===== src/rtl/snes_pad_scanner.sv =====
// snes_pad_scanner: scans two SNES-style pads in parallel over a shared
// latch/clock pair and publishes active-high button snapshots to mmio.
// Scans are triggered by a free-running poll timer or by poll_req.
// Optional build macro PAD_PRESENT_DETECT_EN: one extra clock pulse per scan
// samples a presence bit (0 = pad connected, 1 = open pulled-up line).
//
// state      | meaning
// S_IDLE     | waiting for a pending scan request
// S_LATCH    | pad_latch high, pads capture their button state
// S_BIT_HIGH | pad_clk high; last cycle samples bit bit_idx from both pads
// S_BIT_LOW  | pad_clk low; then next bit or finish
// S_DONE     | snapshots updated, scan_done strobe
module snes_pad_scanner #(
    parameter int CLK_DIV     = 300,
    parameter int NUM_BITS    = 16,
    parameter int POLL_PERIOD = 833333
) (
    input  logic                clock,
    input  logic                reset_btn,
    input  logic                poll_req,
    input  logic                p1_data,
    input  logic                p2_data,
    output logic                pad_latch,
    output logic                pad_clk,
    output logic [NUM_BITS-1:0] p1_buttons,
    output logic [NUM_BITS-1:0] p2_buttons,
    output logic                p1_present,
    output logic                p2_present,
    output logic                scan_done,
    output logic                busy
);

    localparam int HALF_W  = $clog2(2 * CLK_DIV);
    localparam int IDX_W   = $clog2(NUM_BITS + 1);
    localparam int TIMER_W = (POLL_PERIOD > 1) ? $clog2(POLL_PERIOD) : 1;

`ifdef PAD_PRESENT_DETECT_EN
    localparam int SHADOW_W = NUM_BITS + 1;
`else
    localparam int SHADOW_W = NUM_BITS;
`endif

    localparam logic [IDX_W-1:0]   LAST_IDX   = IDX_W'(SHADOW_W - 1);
    localparam logic [HALF_W-1:0]  LATCH_LOAD = HALF_W'(2 * CLK_DIV - 1);
    localparam logic [HALF_W-1:0]  BIT_LOAD   = HALF_W'(CLK_DIV - 1);
    localparam logic [TIMER_W-1:0] TIMER_LAST = TIMER_W'(POLL_PERIOD - 1);

    typedef enum logic [2:0] {
        S_IDLE     = 3'd0,
        S_LATCH    = 3'd1,
        S_BIT_HIGH = 3'd2,
        S_BIT_LOW  = 3'd3,
        S_DONE     = 3'd4
    } state_t;

    state_t              state;
    state_t              state_next;
    logic [HALF_W-1:0]   half_cnt;
    logic                half_tc;
    logic                cnt_load;
    logic [HALF_W-1:0]   cnt_load_val;
    logic [IDX_W-1:0]    bit_idx;
    logic                idx_clr;
    logic                idx_inc;
    logic [TIMER_W-1:0]  timer;
    logic                timer_wrap;
    logic                pending;
    logic                take;
    logic                sample;
    logic                snap_load;
    logic [SHADOW_W-1:0] shadow1;
    logic [SHADOW_W-1:0] shadow2;

    assign half_tc    = (half_cnt == '0);
    assign timer_wrap = (timer == TIMER_LAST);

    // State register.
    always_ff @(posedge clock or negedge reset_btn) begin
        if (!reset_btn) begin
            state <= S_IDLE;
        end else begin
            state <= state_next;
        end
    end

    // Next-state logic, pad line drive and per-state control strobes.
    always_comb begin
        state_next   = state;
        cnt_load     = 1'b0;
        cnt_load_val = BIT_LOAD;
        take         = 1'b0;
        sample       = 1'b0;
        idx_clr      = 1'b0;
        idx_inc      = 1'b0;
        snap_load    = 1'b0;
        pad_latch    = 1'b0;
        pad_clk      = 1'b1;
        busy         = 1'b0;
        scan_done    = 1'b0;
        case (state)
            S_IDLE: begin
                if (pending) begin
                    take         = 1'b1;
                    cnt_load     = 1'b1;
                    cnt_load_val = LATCH_LOAD;
                    state_next   = S_LATCH;
                end
            end
            S_LATCH: begin
                busy      = 1'b1;
                pad_latch = 1'b1;
                if (half_tc) begin
                    cnt_load   = 1'b1;
                    idx_clr    = 1'b1;
                    state_next = S_BIT_HIGH;
                end
            end
            S_BIT_HIGH: begin
                busy = 1'b1;
                if (half_tc) begin
                    sample     = 1'b1;
                    cnt_load   = 1'b1;
                    state_next = S_BIT_LOW;
                end
            end
            S_BIT_LOW: begin
                busy    = 1'b1;
                pad_clk = 1'b0;
                if (half_tc) begin
                    if (bit_idx == LAST_IDX) begin
                        snap_load  = 1'b1;
                        state_next = S_DONE;
                    end else begin
                        cnt_load   = 1'b1;
                        idx_inc    = 1'b1;
                        state_next = S_BIT_HIGH;
                    end
                end
            end
            S_DONE: begin
                scan_done  = 1'b1;
                state_next = S_IDLE;
            end
            default: begin
                state_next = S_IDLE;
            end
        endcase
    end

    // Half-bit down-counter; a phase ends on the cycle it reads zero.
    always_ff @(posedge clock or negedge reset_btn) begin
        if (!reset_btn) begin
            half_cnt <= '0;
        end else if (cnt_load) begin
            half_cnt <= cnt_load_val;
        end else if (!half_tc) begin
            half_cnt <= half_cnt - HALF_W'(1);
        end
    end

    // Index of the bit currently being clocked out of the pads.
    always_ff @(posedge clock or negedge reset_btn) begin
        if (!reset_btn) begin
            bit_idx <= '0;
        end else if (idx_clr) begin
            bit_idx <= '0;
        end else if (idx_inc) begin
            bit_idx <= bit_idx + IDX_W'(1);
        end
    end

    // Free-running poll timer; keeps counting through scans.
    always_ff @(posedge clock or negedge reset_btn) begin
        if (!reset_btn) begin
            timer <= '0;
        end else if (timer_wrap) begin
            timer <= '0;
        end else begin
            timer <= timer + TIMER_W'(1);
        end
    end

    // Request flag: timer wraps and poll_req coalesce into a single scan.
    always_ff @(posedge clock or negedge reset_btn) begin
        if (!reset_btn) begin
            pending <= 1'b0;
        end else begin
            pending <= poll_req | timer_wrap | (pending & ~take);
        end
    end

    // Shadow registers collect raw serial bits; bit 0 is the first bit out.
    always_ff @(posedge clock or negedge reset_btn) begin
        if (!reset_btn) begin
            shadow1 <= '0;
            shadow2 <= '0;
        end else if (sample) begin
            for (int k = 0; k < SHADOW_W; k++) begin
                if (bit_idx == IDX_W'(k)) begin
                    shadow1[k] <= p1_data;
                    shadow2[k] <= p2_data;
                end
            end
        end
    end

`ifdef PAD_PRESENT_DETECT_EN
    // Snapshots and presence flags update together only when a scan completes.
    always_ff @(posedge clock or negedge reset_btn) begin
        if (!reset_btn) begin
            p1_buttons <= '0;
            p2_buttons <= '0;
            p1_present <= 1'b1;
            p2_present <= 1'b1;
        end else if (snap_load) begin
            p1_present <= ~shadow1[NUM_BITS];
            p2_present <= ~shadow2[NUM_BITS];
            p1_buttons <= shadow1[NUM_BITS] ? '0 : ~shadow1[NUM_BITS-1:0];
            p2_buttons <= shadow2[NUM_BITS] ? '0 : ~shadow2[NUM_BITS-1:0];
        end
    end
`else
    // Snapshots update together only when a scan completes; pads assumed present.
    always_ff @(posedge clock or negedge reset_btn) begin
        if (!reset_btn) begin
            p1_buttons <= '0;
            p2_buttons <= '0;
        end else if (snap_load) begin
            p1_buttons <= ~shadow1;
            p2_buttons <= ~shadow2;
        end
    end

    assign p1_present = 1'b1;
    assign p2_present = 1'b1;
`endif

endmodule

===== config.mk =====
export PLATFORM = sky130hd
export DESIGN_NAME = snes_pad_scanner
export DESIGN_NICKNAME = d
export VERILOG_FILES = /design/src/rtl/snes_pad_scanner.sv
export SDC_FILE = /design/constraint.sdc
export NUM_CORES = 1
export LEC_CHECK = 0
export CAP_MARGIN = 20
export CORE_UTILIZATION = 29
export CTS_BUF_LIST = sky130_fd_sc_hd__clkbuf_8
export CTS_CLUSTER_DIAMETER = 150
export CTS_CLUSTER_SIZE = 16
export DETAILED_ROUTE_END_ITERATION = 6
export HOLD_SLACK_MARGIN = 0.02
export REMOVE_ABC_BUFFERS = 1
export SYNTH_ARGS = -nofsm -noshare
export SYNTH_HDL_FRONTEND = slang
export SYNTH_SLANG_ARGS = --single-unit

===== constraint.sdc =====
create_clock -name clock -period 2.4 [get_ports clock]
set_clock_uncertainty 0.1 [all_clocks]
set_input_delay 0.48 -clock clock [delete_from_list [all_inputs] [get_ports clock]]
set_output_delay 0.48 -clock clock [all_outputs]
set_load 0.01 [all_outputs]

==> results of run 1 <==
-- final timing paths --
path,to,slack [ns],depth (start not counted)
max in group asynchronous,state[0]$_DFFE_PN0P_,0.99,3
min in group asynchronous,p2_buttons[14]$_DFFE_PN0P_,0.52,2
worst min register to register,p1_buttons[4]$_DFFE_PN0P_,0.36,1
worst min-delay path,p1_buttons[4]$_DFFE_PN0P_,0.36,1
worst max-delay path,scan_done,0.13,3
worst max register to register,half_cnt[5]$_DFFE_PN0P_,0.21,7
-- flip-flops by register name, summed over array words and instances (netlist names) --
name / count
shadow1: 16
p2_buttons: 16
pending: 1
state: 3
timer: 20
half_cnt: 10
p1_buttons: 16
shadow2: 16
bit_idx: 5
-- logic make-up after synthesis --
logic type / count (synthesis)
xor gates and xnor gates: 19
DFF: 103
muxes: 33
buffers and inverters: 35
adders and majority gates: 9
AOI/OAI and AO/OA: 61
and+or+nand+nor: 148
other: 1
-- what timing repair did --
item,in CTS,in global routing
hold endpoints to repair,38,0
hold buffers,1,0
setup buffers,0,0
gates cloned,0,0
setup endpoints to repair,2,2
gates resized for setup,3,2
-- through the flow --
step	std cells	instance area [um2]	hold slack, ns
final	650	5410	0.364
after floorplan	388	4410	0.0844
after detailed placement	633	5200	0.354
after global routing	650	5410	0.387
after CTS	650	5400	0.369
after global placement	633	5200	0.348
-- metal layers --
layer	part of all wire, %	wire length (um)	vias up	track usage, %
met1	48	4300	1568	15.5
met5	0	0	-	0
met2	48	4260	53	19.8
met3	2.9	256	8	3.42
li1	-	-	1530	-
met4	1.1	97	0	4.62
-- synthesized netlist by cell type (all sizes together), types with 4 or more instances --
cell	count
nor2	22
xor2	6
o21ai	42
nor4	4
clkbuf	15
a21oi	6
buf	7
xnor2	13
nand3	22
and3	5
nor2b	4
nor3	10
nand2	47
dfrtp	103
nand4	10
mux2	32
ha	9
inv	13
-- power breakdown --
group	internal [mW]	leakage [nW]	switching [mW]
clock	0.397	0.0859	0.637
combinational	0.226	0.861	0.246
sequential	1.85	1.32	0.137
total	2.48	2.26	1.02
-- worst register-to-register path, stage by stage (launching register included) --
cell	delay (ns)
dfrtp_1	0.45
ha_1	0.23
and3_1	0.19
ha_1	0.22
and3_1	0.21
nor3_1	0.37
a221o_1	0.22
and3_1	0.15
-- final cells by class --
type,count,area (um2),area share [%]
Sequential cell,103,2580,47.7
Multi-Input combinational cell,272,1800,33.3
Timing Repair Buffer,58,561,10.4
Tap cell,188,235,4.35
Clock buffer,9,124,2.29
Clock inverter,7,62.6,1.16
Inverter,13,48.8,0.902
==> reports/metrics.csv, run 1 <==
stage,metric,value,unit
timing,setup TNS,0,ns
route,drt pass-1 iters,4,
layout,most frequent cells in the layout,"dfrtp_1 (101), nand2_1 (47), o21ai_0 (42)",
clock_network,H-tree Lvls,3,
clock_network,CTS Root Cell,clkbuf_8,
synth,number of distinct library cells after synthesis,49,
die,die span in y,127,um
die,core outline area,15200,um2
outcome,outcome,finished clean,
placed_design,pre-CTS setup slack,0.259,ns
synth,largest cells by area after synthesis,"dfrtp_1 (57%), mux2_2 (8.0%), o21ai_0 (4.7%)",
grt,vias in the first global route,3159,
layout,"most common cell after layout, fill and taps aside",dfrtp_1,
layout,"Core Util, Final",35.6,%
setup_path,element type at the critical path end,output pin,
grt,pin count of the biggest net entering global routing,66,
die,die area,16100,um2
setup_path,worst-path fanout max,12,
layout,Fill cells,1487,
timing,measured slew at the worst slew-check pin,0.669,ns
layout,share of cells above drive strength 1,16.2,%
synth,post-synthesis instance total,409,
synth,Main synth FF type,dfrtp_1,
clock_network,CTS Buf Count,9,
hold_path,Tightest Hold Check Type,reg2reg,
placed_design,I/O Buffers,40,
synth,"FF+latch count, synth",103,
clock_network,Clock Latency Late Sink,0.37,ns
power,pwr dens,646,nW/um2
synth,Yosys top cell by area,dfrtp_1,
grt,Total Routing Usage GR,12.2,%
route,Routed Antenna Nets,0,
route,WL final,8.92,mm
synth,Synth Area in Simple Gates,17.3,%
layout,Final nets,471,
hold_path,hold_sp,shadow1[4]$_DFFE_PN0P_,
timing,fin. max-slew vios,0,
layout,Syn-to-layout area delta,19.8,%
clock_network,# clock sinks,103,
synth,sequential share of the synthesized area,57.1,%
route,routed length per placed instance,13.7,um
synth,YS warnings,0,
setup_path,Startpoint Class,flop,
timing,"Worst Setup Slack, final",0.128,ns
timing,Final min period,2.27,ns
synth,asr flop ratio synth,100,%
layout,ANT cells,0,
setup_path,Buf/Inv on CP,1,
synth,Synth Area per Inst,11.0,um2
placed_design,dpl hpwl,6.27,mm
grt,"Remaining Overflow, GRT",0,
power,Pleak,2.26,nW
setup_path,crit path from,state[0]$_DFFE_PN0P_,
setup_path,launch instance of the worst register-to-register path,bit_idx[0]$_DFFE_PN0P_,
power,Total Power Consumption,3.50,mW
die,# IOs,43,
synth,number of synthesized flops with an enable pin,0,
synth,Synth Area in Adders,2.49,%
route,Remaining DRCs,0,
route,Avg Vias per Cell,4.86,
die,die width,127,um
setup_path,CP top delay family,buffers and inverters,
timing,Final Hold Fails,0,
route,Iteration-0 DRC Markers,217,
timing,final setup fails,0,
setup_path,Crit-path slowest cell,clkdlybuf4s50_1,
die,Starting Density,29.7,%
timing,RSZ-0062 raised after global routing,false,
grt,initial antenna violation count,0,
synth,combinational family with the most area after synthesis,simple AND/OR/NAND/NOR gates,
clock_network,Worst-path clk slew,0.10,ns
setup_path,critical path cell sequence,"nor2_4, and2_1, clkdlybuf4s50_1",
placed_design,GP Congestion,0.779,
job,max-cap check violation count,0,
setup_path,Worst Path Arrival,1.69,ns
timing,Slew HR,55.3,%
clock_network,clock tree from TritonCTS,built,
synth,mux contribution to synthesized area,8.20,%
timing,Max Fclk,440,MHz
timing,"Period Utilization, post-route",94.7,%
synth,top-area cell type share of the netlist area,57.1,%
synth,Post-Synth XOR/XNOR Area,3.68,%
synth,Synth Cell Area,4520,um2
setup_path,Max stage delay on crit path,0.54,ns
clock_network,deepest clock path buffer count,2,
synth,Compound-Gate Fraction of Synth Area,7.67,%
power,Max VDD drop,0.236,mV
grt,first-pass GRT wire length,15.6,mm
setup_path,worst path required time,1.82,ns
route,Via Count,3159,
die,row cnt,45,
setup_path,CP Class,reg2out,
No activity file was read; power rests on OpenSTA's default activity.
==> run 2, diff against run 1 <==
--- a/config.mk
+++ b/config.mk
@@ -11,6 +11,7 @@
 export CTS_CLUSTER_DIAMETER = 150
 export CTS_CLUSTER_SIZE = 16
 export DETAILED_ROUTE_END_ITERATION = 6
+export GPL_ROUTABILITY_DRIVEN = 1
 export HOLD_SLACK_MARGIN = 0.02
 export REMOVE_ABC_BUFFERS = 1
 export SYNTH_ARGS = -nofsm -noshare
==> results of run 2 <==
Final layout, timing and power as in run 1 (identical DEF).
==> run 3, diff against run 2 <==
--- a/config.mk
+++ b/config.mk
@@ -12,6 +12,7 @@
 export CTS_CLUSTER_SIZE = 16
 export DETAILED_ROUTE_END_ITERATION = 6
 export GPL_ROUTABILITY_DRIVEN = 1
+export GPL_TIMING_DRIVEN = 1
 export HOLD_SLACK_MARGIN = 0.02
 export REMOVE_ABC_BUFFERS = 1
 export SYNTH_ARGS = -nofsm -noshare
==> constraint.sdc (replaced) <==
create_clock -name clock -period 1.92 [get_ports clock]
set_clock_uncertainty 0.1 [all_clocks]
set_input_delay 0.384 -clock clock [delete_from_list [all_inputs] [get_ports clock]]
set_output_delay 0.384 -clock clock [all_outputs]
set_load 0.01 [all_outputs]
==> run 3 against run 2 <==
  * The run now ends with setup timing left
  * Clock-buffer cell count unchanged
  * Global-route usage rose by 0.33 points
  * Register-to-register slack lost 0.31 ns
  * Setup slack worse by 0.22 ns
  * Die area unchanged
  * Final cell count increased by 7.1%
  * Power up 39%
  * First-iteration DRC count is 43% lower
  * Combinational power rose by 110%
==> reports/metrics.csv, run 3 (same netlist as run 1, synthesis figures left out) <==
stage,metric,value,unit
clock_network,Clock Latency Late Sink,0.39,ns
route,Iteration-0 DRC Markers,123,
job,max-cap check violation count,0,
route,Via Count,3308,
die,die span in y,127,um
setup_path,Worst Path Arrival,2.24,ns
grt,M2 GR Usage,20.9,%
grt,grt peak-use layer,met2,
route,Avg Vias per Cell,4.75,
grt,met1 usage,15.3,%
setup_path,element type at the critical path end,flop,
timing,fin. max-slew vios,0,
timing,Max Fclk,496,MHz
setup_path,CP Class,reg2reg,
setup_path,worst path required time,2.14,ns
clock_network,CTS Buf Count,9,
timing,measured slew at the worst slew-check pin,0.547,ns
placed_design,I/O Buffers,40,
grt,pin count of the biggest net entering global routing,104,
hold_path,Tightest Hold Check Type,reg2reg,
timing,"Worst Setup Slack, final",-0.0952,ns
power,Max VDD drop,0.325,mV
timing,final setup fails,6,
placed_design,placed cell areas,5420,um2
die,die width,127,um
layout,share of cells above drive strength 1,33.9,%
timing,Final Hold Fails,0,
route,drt pass-1 iters,4,
clock_network,clock tree from TritonCTS,built,
placed_design,dpl hpwl,6.40,mm
die,row cnt,45,
die,core outline area,15200,um2
power,pwr dens,801,nW/um2
layout,largest register by flop count,timer,
layout,Syn-to-layout area delta,34.7,%
timing,"Period Utilization, post-route",105,%
placed_design,GP Congestion,0.852,
grt,M3 GR Usage,3.42,%
layout,Final nets,517,
layout,Fill cells,1451,
timing,RSZ-0062 raised after global routing,true,
clock_network,CTS Root Cell,clkbuf_8,
clock_network,deepest clock path buffer count,2,
setup_path,Startpoint Class,flop,
layout,max reg flops,20,
die,# IOs,43,
route,WL final,9.62,mm
layout,"most common cell after layout, fill and taps aside",dfrtp_1,
die,Starting Density,29.7,%
route,routed length per placed instance,13.8,um
layout,ANT cells,0,
route,Routed Antenna Nets,0,
setup_path,worst-path fanout max,2,
layout,design area,6080,um2
grt,vias in the first global route,3284,
power,Total Power Consumption,4.88,mW
clock_network,# clock sinks,103,
outcome,outcome,finished with violations,
clock_network,H-tree Lvls,3,
power,Pleak,2.54,nW
grt,"Remaining Overflow, GRT",0,
grt,Total Routing Usage GR,12.6,%
route,Remaining DRCs,0,
timing,Final min period,2.02,ns
grt,initial antenna violation count,0,
timing,setup TNS,-0.196,ns
timing,Slew HR,63.5,%
die,die area,16100,um2
layout,most frequent cells in the layout,"dfrtp_1 (99), buf_4 (53), nand2_1 (46)",
outcome,failing checks,setup timing,
grt,first-pass GRT wire length,15.9,mm
clock_network,Worst-path clk slew,0.10,ns
-- run 3: per-layer routing --
metal	routed length [um]	part of all wire [%]	vias up
li1	-	-	1612
met1	4400	46	1641
met2	4760	49	42
met3	269	2.8	13
met4	189	2.0	0
met5	0	0	-
-- run 3: final cells by class --
class / instances / area, um2 / area share [%]
sequential: 103 / 2580 / 42.4
clock inverter: 7 / 81.3 / 1.34
multi-input combinational: 272 / 2060 / 33.9
clock buffer: 9 / 124 / 2.04
timing repair buffer: 104 / 952 / 15.6
inverter: 13 / 48.8 / 0.802
tap: 188 / 235 / 3.87
-- run 3: through the flow --
step,instances,setup slack [ns],util [%],hold slack (ns)
4_1_cts,687,-0.0919,38.4,0.364
6_report,696,-0.0952,40.0,0.359
2_1_floorplan,388,-1.08,-,-0.0116
3_5_place_dp,661,-0.176,35.7,0.349
5_1_grt,696,-0.187,40.0,0.385
3_3_place_gp,661,-0.0788,35.7,0.340
-- run 3: final timing paths --
kind / startpoint / end / slack, ns / cells after the start
worst max-delay path: half_cnt[3]$_DFFE_PN0P_ / half_cnt[7]$_DFFE_PN0P_ / -0.1 / 4
worst min-delay path: shadow2[3]$_DFFE_PN0P_ / p2_buttons[3]$_DFFE_PN0P_ / 0.36 / 1
worst max register to register: half_cnt[3]$_DFFE_PN0P_ / half_cnt[7]$_DFFE_PN0P_ / -0.1 / 4
worst min register to register: shadow2[3]$_DFFE_PN0P_ / p2_buttons[3]$_DFFE_PN0P_ / 0.36 / 1
max in group asynchronous: reset_btn / state[0]$_DFFE_PN0P_ / 0.76 / 3
min in group asynchronous: reset_btn / p2_buttons[4]$_DFFE_PN0P_ / 0.51 / 3
-- run 3: timing repair --
item / 4_1_cts / 5_1_grt
setup buffers: 9 / 8
pin swaps: 13 / 13
gates cloned: 0 / 1
resized for setup: 41 / 46
setup endpoints to repair: 98 / 64
hold endpoints to repair: 103 / 0
hold buffers: 1 / 0
-- run 3: critical path: stages, from the launching register on --
cell      delay, ns
dfrtp_2        0.42
or4_4          0.53
or4_4          0.42
or3b_1         0.36
a21boi_1       0.12
-- run 3: where the power goes --
group	leakage [nW]	switching [mW]	internal [mW]	total [mW]
Combinational	1.12	0.462	0.518	0.980
Sequential	1.31	0.169	2.32	2.49
Clock	0.103	0.791	0.618	1.41
Total	2.54	1.42	3.46	4.88
